`config.mk`:
```
export PLATFORM = sky130hd
export DESIGN_NAME = fifo_wr_arbiter
export DESIGN_NICKNAME = d
export VERILOG_FILES = /design/src/rtl/fifo_wr_arbiter.sv
export SDC_FILE = /design/constraint.sdc
export NUM_CORES = 1
export LEC_CHECK = 0
export ABC_AREA = 1
export CORE_UTILIZATION = 45
export CTS_BUF_LIST = sky130_fd_sc_hd__clkbuf_8
export DETAILED_ROUTE_END_ITERATION = 8
export HOLD_SLACK_MARGIN = 0.15
export PLACE_DENSITY = 0.73
export SLEW_MARGIN = 10
export SYNTH_ARGS = -nofsm -noshare
export SYNTH_HDL_FRONTEND = slang
export SYNTH_SLANG_ARGS = --single-unit
```
`constraint.sdc`:
```
create_clock -name clk -period 7.1 [get_ports clk]
set_clock_uncertainty 0.1 [all_clocks]
set_input_delay 1.42 -clock clk [delete_from_list [all_inputs] [get_ports clk]]
set_output_delay 1.42 -clock clk [all_outputs]
set_load 0.02 [all_outputs]
```
`src/rtl/fifo_wr_arbiter.sv`:
```
// fifo_wr_arbiter: round-robin burst arbiter sharing one FIFO write port among NUM_REQ requesters.
// Revision: 1.0 - initial release
`default_nettype none

module fifo_wr_arbiter #(
  parameter int NUM_REQ       = 4,
  parameter int REQ_IDX_WIDTH = 2,
  parameter int DATA_WIDTH    = 4,
  parameter int FIFO_DEPTH    = 8,
  parameter int LEVEL_WIDTH   = 4,
  parameter int MAX_BURST     = 4,
  parameter int BURST_WIDTH   = 3
) (
  input  logic                            clk,
  input  logic                            rst_n,
  input  logic [NUM_REQ-1:0]              req,
  input  logic [NUM_REQ*DATA_WIDTH-1:0]   req_data,
  output logic [NUM_REQ-1:0]              gnt,
  output logic                            fifo_wr_vld,
  output logic [DATA_WIDTH-1:0]           fifo_wr_data,
  input  logic                            fifo_rd_fire,
  output logic [LEVEL_WIDTH-1:0]          fifo_level,
  output logic                            err_underflow
);

  localparam logic [0:0]               c_IDLE      = 1'b0;
  localparam logic [0:0]               c_BURST     = 1'b1;
  localparam logic [LEVEL_WIDTH-1:0]   c_DEPTH     = LEVEL_WIDTH'(FIFO_DEPTH);
  localparam logic [BURST_WIDTH-1:0]   c_LAST_BEAT = BURST_WIDTH'(MAX_BURST - 1);
  localparam logic [REQ_IDX_WIDTH-1:0] c_LAST_RST  = REQ_IDX_WIDTH'(NUM_REQ - 1);
  localparam logic [REQ_IDX_WIDTH:0]   c_NREQ      = (REQ_IDX_WIDTH + 1)'(NUM_REQ);

  logic [0:0]               state_q, state_d;
  logic [REQ_IDX_WIDTH-1:0] owner_q, owner_d;
  logic [REQ_IDX_WIDTH-1:0] last_q, last_d;
  logic [BURST_WIDTH-1:0]   beat_cnt_q, beat_cnt_d;
  logic [NUM_REQ-1:0]       gnt_q, gnt_d;
  logic [LEVEL_WIDTH-1:0]   level_q, level_d;
  logic                     err_q, err_d;

  logic [DATA_WIDTH-1:0]    w_slice [NUM_REQ];
  logic [REQ_IDX_WIDTH-1:0] w_winner;
  logic [REQ_IDX_WIDTH:0]   w_sum;
  logic                     w_found;
  logic                     w_space;
  logic                     w_beat;
  logic                     w_rd_ok;

  for (genvar i = 0; i < NUM_REQ; i++) begin : g_slice
    assign w_slice[i] = req_data[i*DATA_WIDTH +: DATA_WIDTH];
  end

  // Search upward from last+1, wrapping, so the previous owner is considered last.
  always_comb begin
    w_winner = last_q;
    w_found  = 1'b0;
    w_sum    = '0;
    for (int k = 1; k <= NUM_REQ; k++) begin
      w_sum = {1'b0, last_q} + (REQ_IDX_WIDTH + 1)'(k);
      if (w_sum >= c_NREQ) w_sum = w_sum - c_NREQ;
      if (!w_found && req[w_sum[REQ_IDX_WIDTH-1:0]]) begin
        w_found  = 1'b1;
        w_winner = w_sum[REQ_IDX_WIDTH-1:0];
      end
    end
  end

  assign w_space      = (level_q < c_DEPTH);
  assign w_beat       = (state_q == c_BURST) && req[owner_q] && w_space;
  assign fifo_wr_vld  = w_beat;
  assign fifo_wr_data = w_slice[owner_q];
  assign gnt          = gnt_q;
  assign fifo_level   = level_q;
  assign err_underflow = err_q;

  always_comb begin
    state_d    = state_q;
    owner_d    = owner_q;
    last_d     = last_q;
    beat_cnt_d = beat_cnt_q;
    gnt_d      = gnt_q;
    case (state_q)
      c_IDLE: begin
        if (|req) begin
          state_d    = c_BURST;
          owner_d    = w_winner;
          beat_cnt_d = '0;
          gnt_d      = NUM_REQ'(1) << w_winner;
        end
      end
      default: begin
        if (w_beat) beat_cnt_d = beat_cnt_q + 1'b1;
        // Stalled cycles (no space) never reach the burst limit.
        if (!req[owner_q] || (w_beat && (beat_cnt_q == c_LAST_BEAT))) begin
          state_d = c_IDLE;
          gnt_d   = '0;
          last_d  = owner_q;
        end
      end
    endcase
  end

  always_comb begin
    level_d = level_q;
    err_d   = err_q;
    w_rd_ok = fifo_rd_fire && (level_q != '0);
    if (w_beat && !w_rd_ok)      level_d = level_q + 1'b1;
    else if (!w_beat && w_rd_ok) level_d = level_q - 1'b1;
    if (fifo_rd_fire && (level_q == '0)) err_d = 1'b1;
  end

  always_ff @(posedge clk or negedge rst_n) begin
    if (!rst_n) begin
      state_q    <= c_IDLE;
      owner_q    <= '0;
      last_q     <= c_LAST_RST;
      beat_cnt_q <= '0;
      gnt_q      <= '0;
      level_q    <= '0;
      err_q      <= 1'b0;
    end else begin
      state_q    <= state_d;
      owner_q    <= owner_d;
      last_q     <= last_d;
      beat_cnt_q <= beat_cnt_d;
      gnt_q      <= gnt_d;
      level_q    <= level_d;
      err_q      <= err_d;
    end
  end

endmodule

`default_nettype wire
```
* After elaboration in Yosys (flattened, before gate mapping)
Cells that the tools add are included.
Storage, ports and cells: register bits after elaboration 17, output and inout bits 14, word-level logic and storage cells 96
Operators by class: add/sub/neg operators 11, magnitude comparators 11, equality and inequality tests 3, shifts and indexed selects 1, mux-type cells 35, bitwise logic cells 2, reduce and logical (&&, ||, !) cells 26
Operators with widths (number):
- 4-bit 2-to-1 mux | 7
- 2-bit 2-to-1 mux | 8
- 3-bit >= comparator, second input constant | 5
- 2-bit by 3-bit < comparator with 1-bit output, second input constant | 5
- 1-bit 2-to-1 mux | 11
- 1-bit binary-select mux with 2-bit select | 5
- 1-bit logical AND | 10
- 3-bit 2-to-1 mux | 3
- 4-bit binary-select mux with 2-bit select | 1
- 2-bit AND reduction | 4
- 2-bit by 1-bit subtractor with 2-bit output, second input constant | 4
- 2-bit by 2-bit adder with 3-bit output, second input constant | 2
- 1-bit zero test | 6
- 4-bit by 1-bit adder with 4-bit output, second input constant | 1
- 4-bit zero test | 1
- 4-bit < comparator, second input constant | 1
- 2-bit by 1-bit != test with 1-bit output, second input constant | 2
- 2-bit nonzero test | 2
- 4-bit nonzero test | 1
- 4-bit OR reduction | 1
- 1-bit by 2-bit left shift with 4-bit output, first input constant | 1
- 4-bit by 1-bit subtractor with 4-bit output, second input constant | 1
- 2-bit by 1-bit adder with 3-bit output, second input constant | 1
- 2-bit by 3-bit adder with 3-bit output, second input constant | 1
- other kinds (5) | 5

* Logic depth before layout (Yosys ltp)
Gate-level depths: netlist of the first run.
depth after elaboration 18, depth in mapped cells 15, depth with buffers taken out 15

* Worst setup path before layout of the first run
OpenSTA, ideal clock, no wires.
path type input port to output port, from in req[1], to out fifo_wr_vld, arrival time 2.049 ns, data required time 5.580 ns, slack 3.531 ns, stages on the path 6, path buffers 0, cell sequence inv_1 -> a21oi_1 -> o21ai_0 -> nand2_1 -> nand3_1 -> inv_1
On the way: longest elaborated chain between the ends 4
Ends and longest elaborated chain:
- from (decl) | RTL line 16 | input logic [NUM_REQ-1:0] req,
- 1-bit binary-select mux with 2-bit select | RTL line 69 | assign w_beat = (state_q == c_BURST) && req[owner_q] && w_space;
- 1-bit 2-to-1 mux (implied by the code) | RTL line 69
- 1-bit logical AND (2 in series) | RTL line 69
- to (decl) | RTL line 19 | output logic fifo_wr_vld,
No other way between the ends. The select of a mux whose other input is x is not followed.

* Final worst setup path of the first run
Ends and elaborated chain as after synthesis.

==> results by group, run 1 <==
Floorplan
  • DIE HEIGHT: 54.0 µm
  • Num rows: 18
  • Core Region: 2520 µm²
  • IO Count: 37
  • Die ar.: 2910 µm²
  • Initial core utilization: 0.482
  • Die W: 54.0 µm

Clock tree
  • CTS Buffer Depth: 2
  • Hold Buf Count CTS: 0
  • Clk sinks: 17
  • CTS Buf Count: 3
  • Clock transition at the registers of the reported paths: 60 ps
  • Skew-Pair Late Insertion Delay: 250 ps
  • CTS H-tree depth: 1
  • Cts repair resizes: 0
  • Root buffer cell: clkbuf_8
  • TritonCTS clock tree: done
  • Number of post-CTS setup repair buffers: 0

Critical path
  • R2R Path End: fifo_level[3]
  • Worst Setup End Kind: output pin
  • Reg2Reg Depth: 15
  • CP startpoint kind: primary input
  • CP Class: primary input to output pin
  • Critical R2R Launch: owner_q[0]
  • WP data arrival: 3250 ps
  • Reg-to-reg setup timing slack: 4140 ps
  • Worst endpoint required time: 5580 ps
  • Worst-path fanout max: 6

Min path
  • Type of the worst min-delay path: flop to flop
  • Hold Crit Start: err_underflow
  • Hold endpoint: err_underflow
  • Hold depth: 1

Placement
  • Post-DP HPWL: 2330 µm
  • Cell Area, Placed: 1590 µm²
  • Buffers on Ports: 36
  • RePlAce Congestion: 0.752
  • Place WS: 2370 ps

Yosys
  • Avg Cell Area, Syn: 7.27 µm²
  • Post-synthesis sequential area ratio: 0.352
  • Post-synthesis cell type count: 27
  • Seq cells post-synth: 17
  • Syn Std Cell Area: 1210 µm²
  • Yosys Warn Count: 0
  • Post-synthesis instance total: 167
  • Syn_nets: 196

Timing
  • Hold Fails Final Rpt: 0
  • Unrepaired setup endpoints after global routing: false
  • Fmax: 0.210 GHz
  • Tmin final: 4770 ps
  • Endpoints failing setup: 0
  • Least-Margin Pin Slew: 745 ps
  • Setup Total Neg Slack: 0 ps
  • Final slew viol count: 0
  • Final period util: 0.671
  • Final WS setup: 2330 ps
  • Rel. slew slack: 0.502

Detailed routing
  • Initial DRT Pass Iterations: 4
  • Routed vias: 1,231
  • WL/cell: 12.9 µm
  • Residual DRC: 0
  • Vias/cell: 5.26
  • Iteration-0 DRC Markers: 22
  • Antenna Nets Post-Route: 0
  • Drt total wl: 3030 µm

Power and ir drop
  • Clk pwr share: 0.090
  • Power Density: 488 nW/µm²
  • Worst VDD drop: 0.346 mV
  • Psw: 401 µW
  • Power Internal: 399 µW
  • Share of total power in sequential cells: 0.252
  • Sw frac: 0.501
  • Combinational fraction of design power: 0.658
  • Static Leak: 0.000790 µW

Layout
  • Inserted Diodes: 0
  • Commonest non-fill, non-tap cell in the layout: nand2_1
  • Layout cells sized above 1: 0.123
  • Most frequent cells in the layout: nand2_1, clkdlybuf4s50_1, dfrtp_1
  • Filler cells: 206
  • Multi-input gate area: 699 µm²
  • # nets final: 234
  • Final Cell Area: 1640 µm²
  • Layout Area Growth over Synthesis: 34.8%
  • Seq. cell area: 428 µm²

Global route
  • Met2 Usage GRT: 0.420
  • GR Overflow Total: 0
  • Vias in the first global route: 1,178
  • GR Util met3: 0.0339
  • Largest net degree at the start of global routing: 18
  • M1 GR Usage: 0.291
  • GRT Total Usage: 0.245
  • Initial antenna violation count: 0
  • Top Usage Layer GRT: met2
  • First-pass GRT wire length: 4950 µm

Outcome
  • Run status: finished, final reports clean

Run
  • Max-cap violations: 0
## cells in the mapped netlist (all sizes together)
cell | number | area share
o21ai | 17 | 0.070
a21o | 2 | 0.012
nand4 | 1 | 0.0052
xor2 | 1 | 0.0072
nand2 | 58 | 0.22
nor2 | 16 | 0.054
a21oi | 7 | 0.029
dfstp | 2 | 0.043
buf | 2 | 0.013
dfrtp | 15 | 0.31
ha | 5 | 0.051
fa | 1 | 0.016
nand3 | 12 | 0.054
xnor2 | 2 | 0.014
mux2 | 1 | 0.0093
or2 | 1 | 0.0052
inv | 18 | 0.056
nor4 | 1 | 0.0052
o22ai | 4 | 0.021
clkbuf | 1 | 0.0031
## worst max-delay path, stage by stage
cell,delay (ps)
clkdlybuf4s50_1,490
inv_1,70
a21oi_1,120
o21ai_0,110
nand2_1,110
nand3_1,160
inv_1,140
clkdlybuf4s50_1,610
## metrics by stage
| stage | std cells | hold slack, ps | utilization | power (µW) |
|---|---|---|---|---|
| 2_1_floorplan | 167 | 368 | - | 561 |
| 3_3_place_gp | 230 | 341 | 0.631 | 704 |
| 3_5_place_dp | 230 | 352 | 0.631 | 727 |
| 4_1_cts | 234 | 373 | 0.649 | 802 |
| 5_1_grt | 234 | 394 | 0.649 | 874 |
| 6_report | 234 | 376 | 0.649 | 799 |
## registers in the layout (all words and copies together), names as in the netlist
register	flops
state_q	1
err_underflow	1
fifo_level	4
beat_cnt_q	3
owner_q	2
gnt	4
last_q	2
## per-layer routing
metal | wire length, µm | vias to the layer above
met5 | 0 | -
met1 | 1320 | 576
li1 | - | 612
met2 | 1510 | 35
met4 | 88 | 0
met3 | 114 | 8
## kinds of logic (layout without fill, tap and decap cells)
kind of cell / Yosys count / count (layout) / share of synthesized area
AOI/OAI and AO/OA: 30 / 30 / 0.132
and+or+nand+nor: 89 / 89 / 0.345
muxes: 1 / 1 / 0.00927
adders and majority gates: 6 / 6 / 0.0680
DFF: 17 / 17 / 0.352
buffers and inverters: 21 / 58 / 0.0721
xor gates and xnor gates: 3 / 3 / 0.0216
## layout make-up
class,count,share of cell area
clock inverter,1,0.00229
inverter,18,0.0413
multi-input combinational,129,0.427
sequential,17,0.261
clock buffer,3,0.0252
timing repair buffer,36,0.220
tap,30,0.0229
## power groups by stage
stage,combinational (µW),clock (µW),sequential [µW]
after floorplan,358,0,203
after global placement,506,0,198
after detailed placement,526,0,201
after CTS,528,73.4,201
after global routing,589,77.5,208
final,526,72.1,201
## worst max-delay path by stage
stage	from	to	slack (ps)	cells past startpoint
floorplan	req[1]	fifo_wr_vld	3530	6
global placement	req[1]	fifo_wr_vld	2390	8
detailed placement	req[1]	fifo_wr_vld	2370	8
CTS	req[1]	fifo_wr_vld	2350	8
global route	req[1]	fifo_wr_vld	2150	8
finish	req[1]	fifo_wr_vld	2330	8
Power figures use the tool's default switching activity.
==> inputs of run 2 (changes only) <==
clock period = 4.4 ns   (was 7.1 ns; I/O delays follow)
==> run 2 against run 1 <==
Power increased by 60%. Clock power increased by 62%. Sequential power grew 60%. Clock-buffer cell count is the same. First-iteration DRC count rose by 50%. Worst setup slack got worse by 1600 ps. Critical path type unchanged. Critical endpoint unchanged.
==> results by group, run 2 (same netlist as run 1, synthesis figures left out) <==
Detailed routing
  • Antenna Nets Post-Route: 0 (unchanged)
  • Residual DRC: 0 (unchanged)
  • WL/cell: 12.0 µm (was 12.9 µm)
  • Initial DRT Pass Iterations: 4 (unchanged)
  • Routed vias: 1,189 (was 1,231)
  • Iteration-0 DRC Markers: 33 (was 22)
  • Drt total wl: 2810 µm (was 3030 µm)
  • Vias/cell: 5.08 (was 5.26)

Placement
  • RePlAce Congestion: 0.719 (was 0.752)
  • Post-DP HPWL: 2220 µm (was 2330 µm)
  • Buffers on Ports: 36 (unchanged)

Global route
  • GRT Total Usage: 0.228 (was 0.245)
  • Initial antenna violation count: 0 (unchanged)
  • Vias in the first global route: 1,136 (was 1,178)
  • GR Overflow Total: 0 (unchanged)
  • Largest net degree at the start of global routing: 18 (unchanged)
  • First-pass GRT wire length: 4770 µm (was 4950 µm)

Layout
  • Seq. cell area: 428 µm² (unchanged)
  • Most frequent cells in the layout: nand2_1, clkdlybuf4s50_1, dfrtp_1, nor2_1, o21ai_0 (was nand2_1, clkdlybuf4s50_1, dfrtp_1)
  • # nets final: 234 (unchanged)
  • Filler cells: 221 (was 206)
  • Commonest non-fill, non-tap cell in the layout: nand2_1 (unchanged)
  • Layout Area Growth over Synthesis: 34.9% (was 34.8%)
  • Layout cells sized above 1: 0.127 (was 0.123)
  • Multi-input gate area: 699 µm² (unchanged)
  • Inserted Diodes: 0 (unchanged)

Clock tree
  • Cts repair resizes: 0 (unchanged)
  • Skew-Pair Late Insertion Delay: 250 ps (about the same)
  • CTS H-tree depth: 1 (unchanged)
  • TritonCTS clock tree: done (unchanged)
  • Clock transition at the registers of the reported paths: 60 ps (about the same)
  • CTS Buf Count: 3 (unchanged)
  • CTS Buffer Depth: 2 (unchanged)
  • Root buffer cell: clkbuf_8 (unchanged)
  • Clk sinks: 17 (unchanged)
  • Hold Buf Count CTS: 0 (unchanged)
  • Number of post-CTS setup repair buffers: 0 (unchanged)

Timing
  • Endpoints failing setup: 0 (unchanged)
  • Final slew viol count: 0 (unchanged)
  • Tmin final: 3660 ps
  • Final period util: 0.831
  • Setup Total Neg Slack: 0 ps (unchanged)
  • Rel. slew slack: 0.490 (was 0.502)
  • Unrepaired setup endpoints after global routing: false (unchanged)
  • Hold Fails Final Rpt: 0 (unchanged)
  • Fmax: 0.274 GHz
  • Least-Margin Pin Slew: 763 ps (was 745 ps)

Power and ir drop
  • Power Density: 781 nW/µm² (was 488 nW/µm²)
  • Power, Total: 1280 µW (was 799 µW)
  • Static Leak: 0.000788 µW (was 0.000790 µW)
  • Worst VDD drop: 0.523 mV (was 0.346 mV)

Critical path
  • CP Class: primary input to output pin (unchanged)
  • Worst endpoint required time: 3420 ps (was 5580 ps)
  • WP data arrival: 2680 ps (was 3250 ps)
  • R2R Path End: fifo_level[3] (unchanged)
  • Critical R2R Launch: owner_q[0] (unchanged)
  • Worst Setup End Kind: output pin (unchanged)
  • Worst-path fanout max: 6 (unchanged)
  • Worst Setup SP: req[1] (unchanged)
  • Worst setup endpoint: fifo_wr_vld (unchanged)
  • Reg2Reg Depth: 15 (unchanged)
  • Reg-to-reg setup timing slack: 1470 ps (was 4140 ps)
  • CP startpoint kind: primary input (unchanged)

Floorplan
  • Initial core utilization: 0.482 (unchanged)
  • DIE HEIGHT: 54.0 µm (unchanged)
  • Die W: 54.0 µm (unchanged)
  • Core Region: 2520 µm² (unchanged)
  • IO Count: 37 (unchanged)
  • Die ar.: 2910 µm² (unchanged)
  • Num rows: 18 (unchanged)

Outcome
  • Run status: finished, final reports clean (unchanged)

Run
  • Max-cap violations: 0 (unchanged)

Min path
  • Type of the worst min-delay path: flop to flop (unchanged)
-- run 2: power breakdown --
| group | leakage, µW | internal, µW | switching, µW |
|---|---|---|---|
| combinational | 0.000556 | 348 | 493 |
| sequential | 0.000206 | 234 | 88.2 |
| clock | 0.0000255 | 62.9 | 53.7 |
-- run 2: critical path, cell delays in order --
cell	delay, ps
clkdlybuf4s50_1	500
inv_1	80
a21oi_1	110
o21ai_0	90
nand2_1	100
nand3_1	160
inv_1	140
clkdlybuf4s50_1	610
-- run 2: worst min path at each step --
stage	start	endpoint	cells after the start
floorplan	beat_cnt_q[0]	beat_cnt_q[0]	1
global placement	err_underflow	err_underflow	1
detailed placement	err_underflow	err_underflow	1
CTS	err_underflow	err_underflow	1
global route	err_underflow	err_underflow	1
finish	err_underflow	err_underflow	1
-- run 2: metrics by stage --
step	instance area, µm²	cells	hold WS, ps	setup slack (ps)	util
floorplan	1210	167	368	1490	-
global placement	1590	230	341	766	0.631
detailed placement	1590	230	354	746	0.631
CTS	1640	234	374	732	0.650
global route	1640	234	386	534	0.650
finish	1640	234	365	744	0.650
-- run 2: routing by layer --
| metal | global-route usage | wire, µm | vias up |
|---|---|---|---|
| li1 | - | - | 614 |
| met1 | 0.263 | 1260 | 552 |
| met2 | 0.422 | 1430 | 18 |
| met3 | 0.0198 | 75 | 5 |
| met4 | 0.101 | 46 | 0 |
| met5 | 0 | 0 | - |
-- run 2: layout make-up --
class / count / area share
clock buffers: 3 / 0.0252
clock inverters: 1 / 0.00305
inverters: 18 / 0.0412
multi-input cells: 129 / 0.427
flip-flops and latches: 17 / 0.261
well taps: 30 / 0.0229
repair buffers: 36 / 0.220
